[src/rtl/rob_alloc_ctrl_pkg.sv]
// Shared ROB definitions: default depth, entry id type and allocator FSM states.
package rob_alloc_ctrl_pkg;

    localparam int unsigned ROB_DEPTH = 64;
    localparam int unsigned ROB_ID_W  = $clog2(ROB_DEPTH);

    typedef logic [ROB_ID_W-1:0] rob_id_t;

    typedef enum logic [1:0] {
        RUN   = 2'd0,
        FLUSH = 2'd1,
        ACK   = 2'd2
    } rob_alloc_state_e;

endpackage

[src/rtl/rob_alloc_ctrl.sv]
// Reorder-buffer allocation controller: two-lane allocate, prefix retire,
// circular head/tail/count bookkeeping and a timed flush/acknowledge sequence.
module rob_alloc_ctrl
    import rob_alloc_ctrl_pkg::*;
#(
    parameter int unsigned DEPTH        = ROB_DEPTH,
    parameter int unsigned FLUSH_CYCLES = 2
) (
    input  logic                            clk,
    input  logic                            rst,
    input  logic                            alloc_valid_i,
    input  logic [1:0]                      alloc_mask_i,
    output logic                            alloc_ready_o,
    output logic [1:0][$clog2(DEPTH)-1:0]   alloc_id_o,
    input  logic [1:0]                      retire_i,
    input  logic                            flush_i,
    output logic                            flush_ack_o,
    output logic [$clog2(DEPTH)-1:0]        head_o,
    output logic [$clog2(DEPTH)-1:0]        tail_o,
    output logic [$clog2(DEPTH):0]          count_o,
    output logic                            empty_o,
    output logic                            full_o,
    output logic                            err_o
);

    localparam int unsigned IW = $clog2(DEPTH);
    localparam int unsigned CW = IW + 1;
    localparam int unsigned FW = (FLUSH_CYCLES > 1) ? $clog2(FLUSH_CYCLES) : 1;

    rob_alloc_state_e state_q, state_d;
    logic [IW-1:0]    head_q, head_d;
    logic [IW-1:0]    tail_q, tail_d;
    logic [CW-1:0]    count_q, count_d;
    logic [FW-1:0]    fcnt_q, fcnt_d;
    logic             err_q, err_d;

    logic             fire;
    logic [1:0]       nalloc;
    logic [1:0]       retire_fix;
    logic [1:0]       nret_raw;
    logic [1:0]       nret;

    // Readiness looks only at registered occupancy so a full pair always fits.
    assign alloc_ready_o = (state_q == RUN) && !flush_i && (count_q <= CW'(DEPTH - 2));
    assign fire          = alloc_valid_i && alloc_ready_o;
    assign nalloc        = fire ? (2'(alloc_mask_i[0]) + 2'(alloc_mask_i[1])) : 2'd0;

    assign alloc_id_o[0] = tail_q;
    assign alloc_id_o[1] = tail_q + IW'(alloc_mask_i[0]);

    assign flush_ack_o = (state_q == ACK);
    assign head_o      = head_q;
    assign tail_o      = tail_q;
    assign count_o     = count_q;
    assign empty_o     = (count_q == '0);
    assign full_o      = (count_q == CW'(DEPTH));
    assign err_o       = err_q;

    // Next-state and bookkeeping; a flush overrides every other update.
    always_comb begin
        state_d    = state_q;
        head_d     = head_q;
        tail_d     = tail_q;
        count_d    = count_q;
        fcnt_d     = fcnt_q;
        err_d      = err_q;
        retire_fix = retire_i;
        nret_raw   = 2'd0;
        nret       = 2'd0;

        if (retire_i == 2'b10) begin
            retire_fix = 2'b01;
        end
        nret_raw = 2'(retire_fix[0]) + 2'(retire_fix[1]);
        nret     = nret_raw;
        if (CW'(nret_raw) > count_q) begin
            nret = 2'(count_q);
        end

        case (state_q)
            RUN: begin
                if ((retire_i == 2'b10) || (CW'(nret_raw) > count_q)) begin
                    err_d = 1'b1;
                end
                head_d  = head_q + IW'(nret);
                tail_d  = tail_q + IW'(nalloc);
                count_d = count_q + CW'(nalloc) - CW'(nret);
            end
            FLUSH: begin
                if (fcnt_q == '0) begin
                    state_d = ACK;
                end else begin
                    fcnt_d = fcnt_q - FW'(1);
                end
            end
            ACK: begin
                state_d = RUN;
            end
            default: begin
                state_d = RUN;
            end
        endcase

        if (flush_i) begin
            state_d = FLUSH;
            head_d  = '0;
            tail_d  = '0;
            count_d = '0;
            fcnt_d  = FW'(FLUSH_CYCLES - 1);
        end
    end

    always_ff @(posedge clk or posedge rst) begin
        if (rst) begin
            state_q <= RUN;
            head_q  <= '0;
            tail_q  <= '0;
            count_q <= '0;
            fcnt_q  <= '0;
            err_q   <= 1'b0;
        end else begin
            state_q <= state_d;
            head_q  <= head_d;
            tail_q  <= tail_d;
            count_q <= count_d;
            fcnt_q  <= fcnt_d;
            err_q   <= err_d;
        end
    end

endmodule

[config.mk]
export PLATFORM = sky130hd
export DESIGN_NAME = rob_alloc_ctrl
export DESIGN_NICKNAME = d
export VERILOG_FILES = /design/src/rtl/rob_alloc_ctrl_pkg.sv /design/src/rtl/rob_alloc_ctrl.sv
export SDC_FILE = /design/constraint.sdc
export NUM_CORES = 1
export LEC_CHECK = 0
export BUFFER_PORTS_ARGS = -buffer_cell sky130_fd_sc_hd__buf_2
export CORE_MARGIN = 1.5
export CORE_UTILIZATION = 28
export CTS_BUF_LIST = sky130_fd_sc_hd__clkbuf_8
export DETAILED_ROUTE_END_ITERATION = 8
export GPL_ROUTABILITY_DRIVEN = 0
export PLACE_DENSITY = 0.57
export SLEW_MARGIN = 30
export SYNTH_ARGS = -nofsm -noshare
export SYNTH_HDL_FRONTEND = slang
export SYNTH_SLANG_ARGS = --single-unit
[constraint.sdc]
create_clock -name clk -period 7 [get_ports clk]
set_input_delay 0.35 -clock clk [delete_from_list [all_inputs] [get_ports clk]]
set_output_delay 0.35 -clock clk [all_outputs]
set_load 0.05 [all_outputs]
## Word level (Yosys, flattened, before mapping)

Index checks and enable logic that the tools add are counted.
W data, S select, Z words.

| storage, ports and cells | value |
|---|---|
| flip-flop bits (word level) | 23 |
| output and inout port bits | 36 |
| input bits | 8 |

| cells by class | value |
|---|---|
| add/subtract/negate cells | 8 |
| $lt $le $gt $ge | 2 |
| muxes and demuxes | 15 |
| reductions and logical operators | 11 |
| equality and inequality tests | 6 |

Operators by type and width:

| kind | number |
|---|---|
| $mux W6 | 4 |
| $mux W7 | 2 |
| $add A6 B2 Y6 | 2 |
| $mux W2 | 5 |
| $add A7 B2 Y7 | 1 |
| $eq A7 B7 Y1 const B | 1 |
| $gt A2 B7 Y1 | 1 |
| $le A7 B6 Y1 const B | 1 |
| $logic_not A7 Y1 | 1 |
| $sub A7 B2 Y7 | 1 |
| $add A6 B1 Y6 | 1 |
| $add A1 B1 Y2 | 2 |
| $eq A2 B2 Y1 const B | 2 |
| $pmux W2 S2 | 1 |
| $reduce_and A2 Y1 | 2 |
| $reduce_bool A2 Y1 | 2 |
| $logic_and A1 B1 Y1 | 3 |
| $mux W1 | 3 |
| $ne A3 B3 Y1 const B | 1 |
| $eq A2 B1 Y1 const B | 1 |
| $logic_not A2 Y1 | 1 |
| $ne A2 B2 Y1 const B | 1 |
| $logic_not A1 Y1 | 1 |
| $logic_or A1 B1 Y1 | 1 |
| $sub A1 B1 Y1 const B | 1 |

## Logic depth before layout (Yosys ltp)

Gate-level depths: netlist of run 1.

| logic depth | value |
|---|---|
| word-level depth | 9 |
| mapped depth | 16 |
| mapped depth without buffers | 15 |

## Worst setup path before layout of run 1

Ideal clock, no wire load.

| path | value |
|---|---|
| path type | register to register |
| start point | register count_q[6] (netlist: count_o[6]) |
| end point | register count_q[6] (netlist: count_o[6]) |
| stages on the path, launching flop included | 13 |
| path buffers | 0 |
| path slack | 2.626 ns |
| arrival | 4.280 ns |
| setup time | 0.094 ns |
| path through | dfrtp_1 > inv_1 > ha_1 > nand4_1 > a31oi_1 > nor4_2 > and3_1 > fa_1 > fa_1 > a211o_1 > a311oi_2 > xnor2_1 > a211oi_1 |

| on the way | value |
|---|---|
| word-level cells in the longest chain between the ends | 8 |
| elaborated cells between the ends (all ways) | 10 |

RTL lines:

| what | RTL line | text |
|---|---|---|
| start: declaration | rob_alloc_ctrl.sv:33 | `logic [CW-1:0] count_q, count_d;` |
| start signal: assignment | rob_alloc_ctrl.sv:125 | `count_q <= count_d;` |
| $le A7 B6 Y1 | rob_alloc_ctrl.sv:44 | `assign alloc_ready_o = (state_q == RUN) && !flush_i && (count_q <= CW'(DEPTH - 2));` |
| $logic_and A1 B1 Y1 | rob_alloc_ctrl.sv:44 |  |
| via alloc_ready_o | rob_alloc_ctrl.sv:13 | `output logic alloc_ready_o,` |
| $logic_and A1 B1 Y1 | rob_alloc_ctrl.sv:45 | `assign fire = alloc_valid_i && alloc_ready_o;` |
| $mux W2 | rob_alloc_ctrl.sv:46 | `assign nalloc = fire ? (2'(alloc_mask_i[0]) + 2'(alloc_mask_i[1])) : 2'd0;` |
| $add A7 B2 Y7 | rob_alloc_ctrl.sv:87 | `count_d = count_q + CW'(nalloc) - CW'(nret);` |
| $sub A7 B2 Y7 | rob_alloc_ctrl.sv:87 |  |
| $mux W7 | rob_alloc_ctrl.sv:80 | `case (state_q)` |
| $mux W7 | rob_alloc_ctrl.sv:104 | `if (flush_i) begin` |

The timed path passes the listed nets, and every way through them passes these cells. The select of a mux whose other input is x is not followed.
A chain may end at the register's enable or synchronous reset.

## Worst setup path in the final report of run 1

| path | value |
|---|---|
| start point | register count_q[1] (netlist: count_o[1]) |
| end point | register count_q[6] (netlist: count_o[6]) |

| on the way | value |
|---|---|
| word-level cells in the longest chain between the ends | 8 |
| elaborated cells between the ends (all ways) | 10 |

RTL lines:

| what | RTL line |
|---|---|
| $le A7 B6 Y1 | rob_alloc_ctrl.sv:44 |
| $logic_and A1 B1 Y1 | rob_alloc_ctrl.sv:44 |
| $logic_and A1 B1 Y1 | rob_alloc_ctrl.sv:45 |
| $mux W2 | rob_alloc_ctrl.sv:46 |
| $add A7 B2 Y7 | rob_alloc_ctrl.sv:87 |
| $sub A7 B2 Y7 * | rob_alloc_ctrl.sv:87 |
| $mux W7 * | rob_alloc_ctrl.sv:80 |
| $mux W7 * | rob_alloc_ctrl.sv:104 |

Mark *: on every way between the ends. The rest lies on a longest branch, timed or not. The select of a mux whose other input is x is not followed.

==> results.py, run 1 <==
metrics = {
    "grt": {
        "grt_overflow": 0,
        "grt_pass1_vias": 1394,
        "antenna_found_initial": 0,
        "grt_usage": 0.130,
        "grt_pass1_wl_um": 6680,
        "grt_max_degree": 24,
    },
    "sta": {
        "finalSetupTns_ns": 0,
        "rsz0062_at_grt": "false",
        "fin_crit_sh": 0.565,
        "finalHoldViolCount": 0,
        "tightest_slew_ns": 0.525,
        "relSlewSlack": 0.649,
        "period_needed_ns": 3.96,
        "fmax_ghz": 0.253,
        "drv_slew": 0,
        "setup_violations": 0,
        "clock_skew_ns": 0.00697,
    },
    "setup_path": {
        "crit_slowest_cell": "or4_1",
        "worstPathRequired_ns": 7.18,
        "reg2reg_from": "count_o[1]$_DFFE_PP0P_",
        "timing.rr.end": "count_o[6]$_DFFE_PP0P_",
        "rr_worst_depth": 11,
        "worst_path_most_repeated_cell": "fa_1",
        "critPathArrivalTime_ns": 4.13,
        "endpoint_kind": "register",
        "path_class": "register to register",
        "startpoint_type": "register",
        "cpLargestDelayFamily": "adder cells",
        "slowest_delay_ns": 0.61,
        "cp.depth": 11,
        "ff2ff_setup_slack_ns": 3.04,
        "path_buf_inv": 1,
        "cp_cell_sequence": "inv_1 > ha_1 > a21oi_1 > or4_1 > mux2i_1 > fa_1 > fa_1 > a211o_1 > a311oi_2 > xnor2_1 > a211oi_1",
        "worstPathMaxFanout": 9,
    },
    "clock_network": {
        "numCtsBuffers": 3,
        "cts_max_path_buffers": 2,
        "postCtsSetupRepairBufs": 0,
        "clock_latency_ns": 0.27,
        "cts_resized": 0,
        "htree_levels": 1,
        "cts.sinks": 23,
        "cts_tree": "done",
        "ctsHoldBuffers": 0,
        "clk_pin_slew_ns": 0.09,
        "ctsRootBufferMaster": "clkbuf_8",
    },
    "floorplanning": {
        "die_h_um": 82.5,
        "die_w_um": 82.5,
        "rows": 28,
        "io_pins": 44,
        "die-area_mm2": 0.00680,
        "start_util": 0.293,
        "core_mm2": 0.00603,
    },
    "synth": {
        "synth_top_area_frac": 0.326,
        "synth_flop_cell": "dfrtp_1",
        "synthMuxAreaShare": 0.0177,
        "synthSimpleGateAreaFrac": 0.173,
        "ys_seq_elements": 23,
        "synth_area_leaders": "dfrtp_1 (33%), ha_1 (18%), xnor2_1 (5.0%)",
        "synth_compound_area_frac": 0.0934,
        "synth-edff-count": 0,
        "yosys.area.top_type": "dfrtp_1",
        "synth_fa_ha_area_frac": 0.229,
        "ys_seq_area_frac": 0.326,
        "synthCells": 187,
        "synth_area_mm2": 0.00177,
        "synth_xor_area_frac": 0.0842,
        "synth_fp_nets": 225,
        "synth_top_family_by_area": "adder cells",
        "synth_warnings": 0,
        "synth_cell_types": 35,
        "synth-async-reset-ratio": 1.00,
        "syn_area_per_cell_um2": 9.45,
    },
    "layout": {
        "layout_common_cells": "buf_2 (43), ha_1 (26), dfrtp_1 (23), nor2_1 (20), nand2_1 (19)",
        "antenna_cells": 0,
        "layout_commonest_cell": "buf_2",
        "nFillCells": 647,
        "instances_no_fill": 298,
        "synthToLayoutAreaGrowth_pct": 16.2,
        "nets": 262,
        "drive_above_1_share": 0.247,
    },
    "routing": {
        "drtAntennaViolNets": 0,
        "vias": 1378,
        "drtPass1Iterations": 4,
        "drt_iter0_drc": 45,
        "drt_wl_total_um": 3890,
        "wire_per_inst_um": 13.1,
        "drc": 0,
        "vias_per_cell": 4.62,
    },
    "pwr": {
        "p_leak_nw": 1.07,
        "totalPowerFinal_mw": 0.520,
        "power_density_mw_per_mm2": 253,
        "peakVddDrop_mv": 0.102,
    },
    "run_status": {
        "outcome": "finished clean",
    },
    "placement": {
        "io_buffer_count": 43,
        "placed_cells": 294,
        "hpwl_um": 3000,
    },
    "min_path": {
        "hp-class": "input pin to asynchronous set/reset pin",
    },
    "flow_run": {
        "drv_cap": 0,
    },
}
-- flip-flops by register name, indices dropped and copies added, names as in the netlist --
register,cells
err_o,1
count_o,7
state_q,2
tail_o,6
fcnt_q,1
head_o,6
-- final cells by class --
class / instances / area (um2) / area share
sequential: 23 / 576 / 0.280
inverter: 16 / 60.1 / 0.0292
clock inverter: 1 / 5.00 / 0.00244
multi-input combinational: 136 / 1060 / 0.514
timing repair buffer: 44 / 223 / 0.108
clock buffer: 3 / 41.3 / 0.0201
tap: 75 / 93.8 / 0.0457
-- cells by family after synthesis --
family	Yosys count
simple gates	63
fa+ha+maj	30
buf+inv	28
compound gates	23
flops	23
xor+xnor	17
mux	3
-- stage by stage --
step	hold WS, ns	utilization	setup WS [ns]	cell area, um2
floorplan	0.352	-	2.63	1770
global placement	0.447	0.333	2.98	2010
detailed placement	0.448	0.333	2.90	2010
CTS	0.322	0.341	3.02	2050
global route	0.142	0.341	2.83	2050
finish	0.110	0.341	3.04	2050
-- synth_stat cells, types with 2 or more instances --
library cell,count
ha_1,26
dfrtp_1,23
nor2_1,20
nand2_1,19
inv_1,16
a21oi_1,10
xnor2_1,10
xor2_1,7
buf_4,6
a211oi_1,5
clkbuf_1,4
fa_1,4
nand3_1,4
nor3_1,3
a211o_1,2
a21o_1,2
a311oi_2,2
and3_1,2
mux2i_1,2
nand4_1,2
nor2b_1,2
nor4_1,2
nor4_2,2
-- routing by layer --
layer  vias to the layer above  track usage  share of wire
li1                        692            -              -
met3                         5       0.0286          0.048
met2                        35        0.221           0.47
met4                         0       0.0288         0.0064
met1                       646        0.169           0.48
met5                         -            0              0
-- report_power, final --
group	internal (mW)	switching, mW	leakage [nW]
Combinational	0.0970	0.171	0.737
Sequential	0.146	0.0212	0.308
Clock	0.0398	0.0450	0.0255
Total	0.283	0.237	1.07
-- worst max path at each step --
| stage | from | endpoint |
|---|---|---|
| final | count_o[1]$_DFFE_PP0P_ | count_o[6]$_DFFE_PP0P_ |
| after global routing | count_o[1]$_DFFE_PP0P_ | count_o[6]$_DFFE_PP0P_ |
| after global placement | retire_i[0] | count_o[6]$_DFFE_PP0P_ |
| after floorplan | count_o[6]$_DFFE_PP0P_ | count_o[6]$_DFFE_PP0P_ |
| after CTS | count_o[1]$_DFFE_PP0P_ | count_o[6]$_DFFE_PP0P_ |
| after detailed placement | retire_i[0] | count_o[6]$_DFFE_PP0P_ |
No activity file was read; power rests on OpenSTA's default activity.
==> inputs of run 2 (changes only) <==
--- a/config.mk
+++ b/config.mk
@@ -5,6 +5,7 @@
 export SDC_FILE = /design/constraint.sdc
 export NUM_CORES = 1
 export LEC_CHECK = 0
+export ABC_AREA = 1
 export BUFFER_PORTS_ARGS = -buffer_cell sky130_fd_sc_hd__buf_2
 export CORE_MARGIN = 1.5
 export CORE_UTILIZATION = 28
==> constraint.sdc (replaced) <==
create_clock -name clk -period 3.8 [get_ports clk]
set_input_delay 0.19 -clock clk [delete_from_list [all_inputs] [get_ports clk]]
set_output_delay 0.19 -clock clk [all_outputs]
set_load 0.05 [all_outputs]
==> run 2 against run 1 <==
Synthesized cell count increased by 25%. Combinational power grew to 3.8 times the previous value. Final area up 4.4%. Count of clock-buffer cells in the layout stayed put. Sequential power increased by 100%. Cell count grew 18%. Sequential share of layout area shrank 1.2 points. Critical endpoint unchanged. Highest routed layer unchanged.
==> results.py, run 2 <==
metrics = {
    "synth": {
        "ys_seq_elements": 23,
        "synth_top_area_frac": 0.314,
        "yosys-top-cells-count": "nand2_1 (48), inv_1 (43), ha_1 (26)",
        "synth_flop_cell": "dfrtp_1",
        "synth-async-reset-ratio": 1.00,
        "synth_area_mm2": 0.00183,
        "synthCells": 234,
        "ys_seq_area_frac": 0.314,
        "synth_cell_types": 26,
        "syn_area_per_cell_um2": 7.83,
        "yosys.area.top_type": "dfrtp_1",
        "synth-edff-count": 0,
        "yosysMostFrequentCell": "nand2_1",
        "synth_warnings": 0,
        "synth_area_leaders": "dfrtp_1 (31%), ha_1 (18%), nand2_1 (9.8%)",
        "synth_fp_nets": 272,
    },
    "layout": {
        "synthToLayoutAreaGrowth_pct": 17.0,
        "layout_common_cells": "nand2_1 (48), buf_2 (43), inv_1 (42), ha_1 (26), dfrtp_1 (23)",
        "layout_commonest_cell": "nand2_1",
        "nets": 314,
        "antenna_cells": 0,
        "drive_above_1_share": 0.200,
        "largest_reg_flops": 7,
    },
    "placement": {
        "io_buffer_count": 43,
        "hpwl_um": 3260,
        "pre_cts_slack_ns": 0.564,
    },
    "floorplanning": {
        "start_util": 0.289,
        "die_h_um": 83.9,
        "core_mm2": 0.00635,
        "die-area_mm2": 0.00704,
        "rows": 29,
        "die_w_um": 83.9,
        "io_pins": 44,
    },
    "run_status": {
        "outcome": "finished clean",
    },
    "routing": {
        "vias_per_cell": 4.53,
        "drt_wl_total_um": 4160,
        "drt_iter0_drc": 74,
        "vias": 1595,
        "drc": 0,
        "drtPass1Iterations": 4,
        "drtAntennaViolNets": 0,
        "wire_per_inst_um": 11.8,
    },
    "sta": {
        "finalHoldViolCount": 0,
        "finalHoldWorstSlack_ns": 0.225,
        "finalSetupTns_ns": 0,
        "clock_skew_ns": 0.00602,
        "fin_ws_ns": 0.596,
        "tightest_slew_ns": 0.529,
        "setup_violations": 0,
        "period_needed_ns": 3.20,
        "fin_crit_sh": 0.843,
        "drv_slew": 0,
        "rsz0062_at_grt": "false",
        "relSlewSlack": 0.647,
        "fmax_ghz": 0.312,
    },
    "grt": {
        "grt_max_degree": 24,
        "grt_pass1_wl_um": 7240,
        "grt_pass1_vias": 1561,
        "grt_usage": 0.127,
        "antenna_found_initial": 0,
        "grt_overflow": 0,
    },
    "pwr": {
        "swShare": 0.550,
        "comb_power_share": 0.668,
        "peakVddDrop_mv": 0.621,
        "clock_power_share": 0.107,
        "power_frac_seq": 0.225,
        "cellInternalPower_mw": 0.680,
        "power_switching_mw": 0.832,
        "p_leak_nw": 1.24,
        "power_density_mw_per_mm2": 705,
    },
    "clock_network": {
        "cts_tree": "done",
        "ctsRootBufferMaster": "clkbuf_8",
        "clock_latency_ns": 0.27,
        "clk_pin_slew_ns": 0.09,
        "cts_resized": 0,
        "cts.sinks": 23,
        "htree_levels": 1,
        "numCtsBuffers": 3,
        "cts_max_path_buffers": 2,
    },
    "min_path": {
        "min_path_cells": 2,
        "holdPathEnd": "tail_o[2]$_DFFE_PP0P_",
        "worst_hold_startpoint": "flush_i",
        "hp-class": "input pin to register",
    },
    "setup_path": {
        "startpoint_type": "register",
        "critPathArrivalTime_ns": 3.37,
        "timing.rr.end": "count_o[6]$_DFFE_PP0P_",
        "rr_worst_depth": 14,
        "worstPathMaxFanout": 7,
        "reg2reg_from": "count_o[1]$_DFFE_PP0P_",
        "endpoint_kind": "register",
        "worstPathRequired_ns": 3.97,
        "path_class": "register to register",
        "ff2ff_setup_slack_ns": 0.60,
    },
    "flow_run": {
        "drv_cap": 0,
    },
}
## run 2: cell count changes after synthesis, moves of 4 or more
cell,delta
xor2_1,-4
clkbuf_1,-4
inv_1,+27
o21ai_0,+7
nand3_1,+12
xnor2_1,-9
a211oi_1,-5
nand2_1,+29
## run 2: what timing repair did
action / 4_1_cts / 5_1_grt
hold buffers: 1 / 0
hold endpoints to repair: 23 / 0
setup buffers: 0 / 0
## run 2: stage by stage
step           total power [mW]  utilization  instances  area (um2)
6_report                   1.51        0.338        352        2140
5_1_grt                    1.70        0.338        352        2140
4_1_cts                    1.53        0.338        352        2140
3_5_place_dp               1.35        0.329        347        2090
3_3_place_gp               1.35        0.329        347        2090
2_1_floorplan              1.13            -        234        1830
## run 2: worst max path at each step
stage	start	end	slack (ns)	cells past startpoint
6_report	count_o[1]$_DFFE_PP0P_	count_o[6]$_DFFE_PP0P_	0.60	14
5_1_grt	count_o[1]$_DFFE_PP0P_	count_o[6]$_DFFE_PP0P_	0.15	15
4_1_cts	count_o[1]$_DFFE_PP0P_	count_o[6]$_DFFE_PP0P_	0.57	14
3_5_place_dp	retire_i[0]	count_o[2]$_DFFE_PP0P_	0.56	14
3_3_place_gp	retire_i[0]	count_o[2]$_DFFE_PP0P_	0.63	14
2_1_floorplan	count_o[6]$_DFFE_PP0P_	count_o[6]$_DFFE_PP0P_	0.28	18
## run 2: cells by family after synthesis
| group | synth area share |
|---|---|
| XOR/XNOR | 0.0191 |
| adder cells (fa/ha/maj) | 0.221 |
| buffers and inverters | 0.123 |
| flip-flops | 0.314 |
| AO/OA/AOI/OAI | 0.0812 |
| AND/OR/NAND/NOR | 0.242 |
## run 2: cell type report
type                            count  area, um2
Clock inverter                      1       5.00
Sequential cell                    23        576
Timing Repair Buffer               44        225
Clock buffer                        3       41.3
Fill cell                         686       4210
Inverter                           45        169
Tap cell                           77       96.3
Multi-Input combinational cell    159       1030
## run 2: layer usage
metal  track usage  vias up  wire length, um
met5             0        -                0
met4        0.0402        0               47
met3        0.0148        5              162
met2         0.205       37             1780
met1         0.179      732             2170
li1              -      821                -
## run 2: critical path, cell delays in order (launching register included)
cell,delay [ns]
dfrtp_1,0.42
inv_1,0.12
ha_1,0.31
inv_1,0.04
o21bai_1,0.13
nand3_1,0.21
o21ai_0,0.43
fa_1,0.55
fa_1,0.45
nand2_1,0.10
nand2_1,0.07
nand3_1,0.09
nand3_1,0.08
nand3_1,0.08
nand2_1,0.05
## run 2: power groups by stage
stage | clock network, mW | registers, mW | logic [mW]
after global placement | 0 | 0.344 | 1.01
after global routing | 0.180 | 0.348 | 1.17
final | 0.161 | 0.340 | 1.01
after floorplan | 0 | 0.461 | 0.671
after CTS | 0.171 | 0.341 | 1.01
after detailed placement | 0 | 0.346 | 1.01
